### src/rtl/full_adder_pkg.sv
// ---------------------------------------------------------------------------
// full_adder_pkg
// Shared definitions for the registered ripple-carry adder.
//   MAX_WIDTH : widest operand the adder is meant to be built with.
//   ref_add   : golden {carry, sum} of a + b + cin for a given width. Operands
//               are passed zero-extended to MAX_WIDTH. Result bit `width` is
//               the carry-out and bits [width-1:0] are the sum. All higher
//               bits are zero.
// ---------------------------------------------------------------------------
package full_adder_pkg;

    localparam int MAX_WIDTH = 64;

    function automatic logic [MAX_WIDTH:0] ref_add(
        input logic [MAX_WIDTH-1:0] a,
        input logic [MAX_WIDTH-1:0] b,
        input logic                 cin,
        input int unsigned          width
    );
        logic [MAX_WIDTH:0] full;
        logic [MAX_WIDTH:0] mask;
        full = {1'b0, a} + {1'b0, b} + {{MAX_WIDTH{1'b0}}, cin};
        // Keep sum bits plus the carry bit. At width == MAX_WIDTH the shift
        // overflows to zero, and subtracting 1 then gives an all-ones mask.
        mask = ({{MAX_WIDTH{1'b0}}, 1'b1} << (width + 1)) - 1'b1;
        return full & mask;
    endfunction

endpackage

### src/rtl/full_adder_cell.sv
// ---------------------------------------------------------------------------
// full_adder_cell
// Purely combinational 1-bit full adder. It is the link in the ripple chain.
//   a, b : operand bits
//   cin  : carry into this bit
//   s    : sum bit, a ^ b ^ cin
//   cout : carry out, the majority of (a, b, cin)
// ---------------------------------------------------------------------------
module full_adder_cell (
    input  logic a,
    input  logic b,
    input  logic cin,
    output logic s,
    output logic cout
);

    assign s    = a ^ b ^ cin;
    assign cout = (a & b) | (a & cin) | (b & cin);

endmodule

### src/rtl/full_adder.sv
// ---------------------------------------------------------------------------
// full_adder
// Registered WIDTH-bit adder: {final_carry, final_sum} = a + b + cin.
// A ripple chain of full_adder_cell instances feeds one output register.
// The result appears one clock after it is captured.
//   clk         : rising-edge clock
//   rst         : asynchronous, active-high reset. It clears the outputs at once.
//   in_valid    : a/b/cin are captured at the edge only while this is high
//   a, b        : unsigned addends, WIDTH bits
//   cin         : carry into bit 0
//   out_valid   : high for the one cycle after a capture
//   final_sum   : registered (a + b + cin) mod 2^WIDTH
//   final_carry : registered carry-out of the MSB
// ---------------------------------------------------------------------------
module full_adder
    import full_adder_pkg::*;
#(
    parameter int WIDTH = 1
) (
    input  logic             clk,
    input  logic             rst,
    input  logic             in_valid,
    input  logic [WIDTH-1:0] a,
    input  logic [WIDTH-1:0] b,
    input  logic             cin,
    output logic             out_valid,
    output logic [WIDTH-1:0] final_sum,
    output logic             final_carry
);

    // carry_chain[gi] is the carry into bit gi. carry_chain[WIDTH] is the carry-out.
    logic [WIDTH:0]   carry_chain;
    logic [WIDTH-1:0] sum_next;

    logic [WIDTH-1:0] sum_reg;
    logic             carry_reg;
    logic             valid_reg;

    assign carry_chain[0] = cin;

    generate
        for (genvar gi = 0; gi < WIDTH; gi++) begin : g_cell
            full_adder_cell u_cell (
                .a    (a[gi]),
                .b    (b[gi]),
                .cin  (carry_chain[gi]),
                .s    (sum_next[gi]),
                .cout (carry_chain[gi+1])
            );
        end
    endgenerate

    // The result registers only load on a capture. They hold their value
    // through idle cycles, while out_valid tracks in_valid on every cycle.
    always_ff @(posedge clk or posedge rst) begin
        if (rst) begin
            sum_reg   <= '0;
            carry_reg <= 1'b0;
            valid_reg <= 1'b0;
        end else begin
            valid_reg <= in_valid;
            if (in_valid) begin
                sum_reg   <= sum_next;
                carry_reg <= carry_chain[WIDTH];
            end
        end
    end

    assign final_sum   = sum_reg;
    assign final_carry = carry_reg;
    assign out_valid   = valid_reg;

endmodule

### config.mk
export PLATFORM = sky130hd
export DESIGN_NAME = full_adder
export DESIGN_NICKNAME = d
export VERILOG_FILES = /design/src/rtl/full_adder_pkg.sv /design/src/rtl/full_adder_cell.sv /design/src/rtl/full_adder.sv
export SDC_FILE = /design/constraint.sdc
export NUM_CORES = 1
export LEC_CHECK = 0
export CAP_MARGIN = 20
export CORE_AREA = 2 2 39 41
export CTS_BUF_LIST = sky130_fd_sc_hd__clkbuf_16
export DETAILED_ROUTE_END_ITERATION = 10
export DIE_AREA = 0 0 41 43
export MAX_ROUTING_LAYER = met4
export SYNTH_ARGS = -nofsm -noshare
export SYNTH_HDL_FRONTEND = slang
export SYNTH_HIERARCHICAL = 1
export SYNTH_SLANG_ARGS = --single-unit
export TNS_END_PERCENT = 20
### constraint.sdc
create_clock -name clk -period 0.8 [get_ports clk]
set_clock_uncertainty 0.05 [all_clocks]
set_input_delay 0.16 -clock clk [delete_from_list [all_inputs] [get_ports clk]]
set_output_delay 0.16 -clock clk [all_outputs]
set_load 0.02 [all_outputs]
# --- Word-level counts from Yosys, hierarchy flattened ---
# Cells that the tools add are included.
totals:
  ff_bits: 3
  input_bits: 6
  elab_cells: 10
op_classes:
  bitwise_logic: 7
op_table:
  columns: ["cell", "n"]
  rows:
  - ["$and A1 B1 Y1", 3]
  - ["$or A1 B1 Y1", 2]
  - ["$xor A1 B1 Y1", 2]

# --- Logic depth before layout (Yosys ltp) ---
# Gate-level depths: netlist of the first run.
logic_depth:
  ltp_word: 3
  ltp_mapped: 2
  mapped_depth_nobuf: 2

# --- Hierarchy ---
# Netlist of the first run, hierarchy kept.
modules_own_cells:
  columns: ["mod", "cells_per_inst", "instances", "area_each_um2"]
  rows:
  - ["full_adder", 6, 1, 101.3]
  - ["full_adder_cell", 1, 1, 20.0]

# --- Worst setup path after synthesis of the first run ---
# Ideal clock, no wire load.
synth_timing:
  path_kind: "input port to flip-flop"
  startpoint: "input a"
  endpoint: "register sum_reg, in the netlist final_sum"
  setup_time_ns: 0.125
  setup_slack_ns: -0.236
  path_stages: 2
  arrival_time_ns: 0.861
  path_cell_list: "fa_1 -> mux2_2"
synth_via:
  elab_chain_cells: 2
synth_rtl:
  columns: ["element", "line", "text"]
  rows:
  - ["start: declaration", "full_adder.sv:23", "input logic [WIDTH-1:0] a,"]
  - ["$xor A1 B1 Y1 (2 in series)", "full_adder_cell.sv:17", "assign s = a ^ b ^ cin;"]
  - ["end signal: assignment", "full_adder.sv:63", "sum_reg <= sum_next;"]
  - ["end: declaration", "full_adder.sv:35", "logic [WIDTH-1:0] sum_reg;"]
# Every way passes these cells.
# A chain may end at the register's enable or synchronous reset.

# --- Worst setup path in the final report of the first run ---
layout_timing:
  startpoint: "register carry_reg, in the netlist final_carry"
  endpoint: "output final_carry"
layout_lines:
  columns: ["element", "line", "text"]
  rows:
  - ["start: declaration", "full_adder.sv:36", "logic carry_reg;"]
  - ["start signal: assignment", "full_adder.sv:64", "carry_reg <= carry_chain[WIDTH];"]
  - ["end: declaration", "full_adder.sv:28", "output logic final_carry"]
# No word-level cell between the ends.

==> impl_results.md, run 1 <==
- Synth top area share: 0.6186
- Final Hold Viols: 0
- Vias/cell: between 3 and 4
- Worst rel slew slack: 0.9063
- # H-tree levels: 1
- Failing checks: negative setup slack
- Initial Util: 0.08770
- Chip height: 43 µm
- Core Area: 0.001384 mm²
- Die footprint: between 0.0015 and 0.002 mm²
- Mapped Avg Cell Area: approximately 17 µm²
- Leakage power: between 0.1 and 0.15 nW
- Via count: 110
- Port bufs: 8
- Fin crit share: 1.190
- Die width: approximately 40 µm
- WP buf/inv: 1
- Initial DRC count: 0
- Synth Warn #: 6
- WHS: 0.07035 ns
- Top-Level Pins: 9
- Crit-path max cell delay: between 0.3 and 0.4 ns
- Row cnt: 14
- Gr usage total: 0.06269
- Levels on crit path: 1
- Vias in the first global route: around 150
- Critical Path Sink Type: output pin
- Unique cell type count in the Yosys netlist: 4
- Diodes inserted: 0
- Seq cells post-synth: 3
- Router iterations before antenna repair: 1
- Final GP Congestion: between 0.4 and 0.5
- Pint: 0.8751 mW
- Final net count: 27
- Largest cells by area after synthesis: dfrtp_1, mux2_2, fa_1
- Clk buf depth: 2
- Arrival time worst endpoint: 0.74 ns
- RSZ-0062 raised after global routing: true
- # clock sinks: 3
- Yosys top cell by area: dfrtp_1
- Layout cells sized above 1: 0.5789
- Post-CTS Hold Buffers: 0
- Slew @ Worst Pin: approximately 0.14 ns
- CP required: around 0.6 ns
- DRC: 0
- Outcome: finished with violations
- PwrDens: around 3800 mW/mm²
- Total Power: 1.074 mW
- Fmax: ~1.1 GHz
- Cell Area, Synth: around 120 µm²
- Fin worst setup slack: -0.1523 ns
- Peak supply drop: roughly 0.51 mV
- Tightest Hold Check Type: input port to async pin
- Routed Antenna Nets: 0
- Final HPWL DP: ~270 µm
- CP cell instances: buf_6
- Critical path's top delay family: flip-flops
- Clock power share: 0.730
- Combinational share of power: 0.101
- Clock-pin slew on the worst setup and hold paths: about 0.030 ns
- Global-route wire length before repair: between 500 and 600 µm
- Drt total wl: ~360 µm
- Minimum clock period: approximately 0.95 ns
- Worst slack, placed: -0.7233 ns
- Startpoint types: register
- Num CTS Buffers: 3
- Layout area overhead: 135.1%
- CTS tree: done
- Sw Share: 0.1852
- Crit Path Category: register to output pin
- Layout Cells excl Fill: 35
- # Max-Cap Violations: 0
- Cells after DPL: 31
- Cells after synthesis: 7
- Filler Cell Count: around 150
- Largest net degree at the start of global routing: 4
- Final Max Slew Viols: 0
- Post-Synthesis Net Count: 14
- Critical-path top delay cell: dfrtp_1
- Initial antenna violation count: 0
- Setup Buffers After CTS: 0
- Max FO, Critical Path: 2
- Clk_lat worst skew: around 0.22 ns
- Gr ovfl total: 0
- Psw: 0.1989 mW
- Final setup fails: 5
- Worst reg-to-reg path cell count: 1
- Flop pwr share: 0.169
- Root buffer cell: clkbuf_16
- Final TNS setup: -0.6206 ns
- Drt wl/cell: 10.29 µm
- Seq/Total Area, Yosys: 0.6186
[sequential cells by signal, indices dropped and copies added (netlist names)]
register and count:
final_carry 1, final_sum 1, out_valid 1
[power by group through the flow]
stage | sequential [mW] | combinational (mW) | clock [mW]
after floorplan | 0.206 | 0.0225 | 0
after global placement | 0.181 | 0.116 | 0
after detailed placement | 0.182 | 0.120 | 0
after CTS | 0.182 | 0.111 | 0.800
after global routing | 0.183 | 0.121 | 0.812
final | 0.181 | 0.108 | 0.784
[area by class of cell]
type / instances / area (µm²) / area share
Timing Repair Buffer: 8 / 61.31 / 0.2149
Sequential cell: 3 / 75.07 / 0.2632
Clock inverter: 1 / 3.754 / 0.01316
Inverter: 1 / 3.754 / 0.01316
Tap cell: 16 / 20.02 / 0.07018
Clock buffer: 3 / 75.07 / 0.2632
Multi-Input combinational cell: 3 / 46.29 / 0.1623
[Yosys cell counts, drive strengths merged]
cell   count
fa         1
dfrtp      3
inv        1
mux2       2
[path summary, 6_finish.rpt]
path | startpoint | end | slack, ns
max | final_carry | final_carry | -0.15
min | rst | out_valid | 0.07
max reg2reg | final_carry | final_carry | -0.01
min reg2reg | final_sum | final_sum | 0.45
max in group asynchronous | rst | final_sum | 0.49
min in group clk | in_valid | out_valid | 0.21
[cell usage in the layout, fill, tap and decap left out]
master / synthesis / routed
buf_6: 0 / 2
clkbuf_16: 0 / 3
dfrtp_1: 3 / 3
fa_1: 1 / 1
mux2_4: 0 / 1
clkdlybuf4s50_1: 0 / 1
dlygate4sd2_1: 0 / 1
inv_1: 1 / 2
mux2_2: 2 / 1
buf_2: 0 / 4
[cell families (layout without fill, tap and decap cells)]
| family | Yosys count | in the layout | share of synthesized area |
|---|---|---|---|
| flops | 3 | 3 | 0.6185 |
| buf+inv | 1 | 13 | 0.03090 |
| fa+ha+maj | 1 | 1 | 0.1650 |
| mux | 2 | 2 | 0.1856 |
[repair_timing]
action / in CTS / in global routing
resized for setup: 29 / 0
pin swaps: 1 / 0
endpoints found under the setup margin: 5 / 5
[through the flow]
| step | util | area (µm²) |
|---|---|---|
| after floorplan | - | 121.4 |
| after global placement | 0.1600 | 221.5 |
| after detailed placement | 0.1600 | 221.5 |
| after CTS | 0.2061 | 285.3 |
| after global routing | 0.2061 | 285.3 |
| final | 0.2061 | 285.3 |
[routing by layer]
metal | global-route usage | wire length [µm]
met4 | 0.08000 | 23
met1 | 0.03205 | 107
met3 | 0.07853 | 85
met5 | - | 0
met2 | 0.07500 | 145
No activity file was read; power rests on OpenSTA's default activity.
==> inputs of run 2 (changes only) <==
Settings changed: SLEW_MARGIN from default to 10.
Clock period 0.8 ns to 1 ns, I/O delays scaled along.
==> run 2 against run 1 <==
The flow still finishes with violations (negative setup slack). Clock-buffer cell count is the same. First-iteration DRC count is the same. Wire length grew 0.28%. Power shrank 21%. Final cell count is the same. Global-route usage is the same. Critical path depth is the same. Register-to-register slack gained 0.22 ns. Core utilization shrank 0.18 points.
==> impl_results.md, run 2 (synthesized netlist as in run 1, its figures left out) <==
- Drt total wl: around 360 µm
- Crit Path Category: register to output pin
- Final Max Slew Viols: 0
- Final HPWL DP: 273.2 µm
- Post-CTS Hold Buffers: 0
- Initial Util: 0.08770
- Slew @ Worst Pin: around 0.16 ns
- Core Area: 0.001384 mm²
- Psw: approximately 0.16 mW
- Max FO, Critical Path: 2
- Die width: ~40 µm
- Clock power share: 0.736
- Via count: about 110
- Most common cell after layout, fill and taps aside: buf_2
- Diodes inserted: 0
- Sw Share: 0.1851
- Router iterations before antenna repair: 1
- Largest net degree at the start of global routing: 4
- Critical Path Sink Type: output pin
- RSZ-0062 raised after global routing: true
- Fmax: between 0.9 and 1 GHz
- Combinational share of power: 0.096
- Final Hold Viols: 0
- WP buf/inv: 1
- Outcome: finished with violations
- WHS: between 0.1 and 0.15 ns
- Initial DRC count: 0
- Pint: ~0.7 mW
- Final GP Congestion: ~0.48
- CP cell instances: buf_2
- Tightest Hold Check Type: input port to async pin
- Failing checks: negative setup slack
- Commonest cells after routing, fill and taps aside: buf_2, clkbuf_16, dfrtp_1
- Final net count: 27
- Die footprint: 0.001763 mm²
- Num CTS Buffers: 3
- DRC: 0
- Chip height: 43 µm
- Minimum clock period: 1.000 ns
- Routed Antenna Nets: 0
- Filler Cell Count: 153
- CP required: 0.75 ns
- Fin crit share: 1.000
- Layout cells sized above 1: 0.5789
- PwrDens: slightly above 3000 mW/mm²
- Flop pwr share: 0.168
- Initial antenna violation count: 0
- Root buffer cell: clkbuf_16
- Critical-path top delay cell: dfrtp_1
- CP startpoint: final_carry
- Clock-pin slew on the worst setup and hold paths: ~0.030 ns
- Crit-path max cell delay: 0.37 ns
- Worst rel slew slack: 0.8933
- Fin worst setup slack: -0.0003559 ns
- Port bufs: 8
- Clk_lat worst skew: about 0.22 ns
- # Max-Cap Violations: 0
- Final Util: 0.2043
- Arrival time worst endpoint: around 0.75 ns
- Final setup fails: 1
- Clk buf depth: 2
- Leakage power: about 0.15 nW
- Startpoint types: register
- CTS tree: done
- Vias/cell: ~3.1
- Gr usage total: 0.06269
- Peak supply drop: 0.4065 mV
- Top-Level Pins: 9
- Layout area overhead: 133.0%
- # H-tree levels: 1
- RR Startpoint: final_carry
- Vias in the first global route: between 100 and 150
- # clock sinks: 3
- Row cnt: 14
- Gr ovfl total: 0
- Global-route wire length before repair: ~540 µm
- Drt wl/cell: roughly 10 µm
- Critical path's top delay family: flip-flops
-- run 2: cell count changes in the layout (fill, tap and decap cells not counted), sizes merged --
cell	change
dlygate4sd2	-1
clkbuf	+1
dlymetal6s2s	+1
buf	-1
-- run 2: metrics by stage --
stage / instances / setup slack [ns] / area, µm² / total power, mW / TNS (ns)
3_3_place_gp: 31 / -0.5377 / 221.5 / 0.2373 / -1.489
2_1_floorplan: 7 / -0.07592 / 121.4 / 0.1830 / -0.09274
6_report: 35 / -0.0003559 / 282.8 / 0.8529 / -0.0003559
3_5_place_dp: 31 / -0.5633 / 221.5 / 0.2418 / -1.547
5_1_grt: 35 / -0.02256 / 282.8 / 0.8865 / -0.02930
4_1_cts: 35 / -0.05773 / 284.0 / 0.8684 / -0.09844
-- run 2: worst paths after layout --
path,end,slack [ns],cells past startpoint
worst max-delay path,final_carry,-0.0004,1
worst min-delay path,out_valid,0.11,2
worst max register to register,final_carry,0.21,1
worst min register to register,final_sum,0.45,1
max in group asynchronous,final_sum,0.66,2
min in group clk,out_valid,0.14,1
-- run 2: per-layer routing --
metal  vias to the layer above  track usage  routed length (µm)
met2                        12      0.07500                 144
met5                         -            -                   0
met4                         0      0.08000                  23
met1                        49      0.03205                 106
met3                         3      0.07853                  87
li1                         45            -                   -
-- run 2: cell type report --
| class | count | area [µm²] | area share |
|---|---|---|---|
| Clock inverter | 1 | 3.754 | 0.01327 |
| Tap cell | 16 | 20.02 | 0.07080 |
| Timing Repair Buffer | 8 | 58.81 | 0.2080 |
| Clock buffer | 3 | 75.07 | 0.2655 |
| Inverter | 1 | 3.754 | 0.01327 |
| Sequential cell | 3 | 75.07 | 0.2655 |
| Multi-Input combinational cell | 3 | 46.29 | 0.1637 |
-- run 2: what timing repair did --
item                                   4_1_cts  5_1_grt
pin swaps                                    1        1
buffers inserted                             0        0
resized for setup                           21        4
gates cloned                                 0        0
setup endpoints to repair                    5        4
endpoints found under the hold margin        0        0
-- run 2: power groups by stage --
| stage | sequential, mW | clock [mW] | combinational [mW] |
|---|---|---|---|
| finish | 0.144 | 0.628 | 0.0817 |
| global route | 0.145 | 0.650 | 0.0918 |
| CTS | 0.144 | 0.640 | 0.0844 |
| detailed placement | 0.145 | 0 | 0.0963 |
| global placement | 0.145 | 0 | 0.0926 |
| floorplan | 0.165 | 0 | 0.0180 |
==> inputs of run 3 (changes only) <==
Settings changed: CAP_MARGIN 20 to default, GPL_TIMING_DRIVEN from default to 0.
==> results of run 3 <==
Final layout, timing and power as in run 2 (identical DEF).
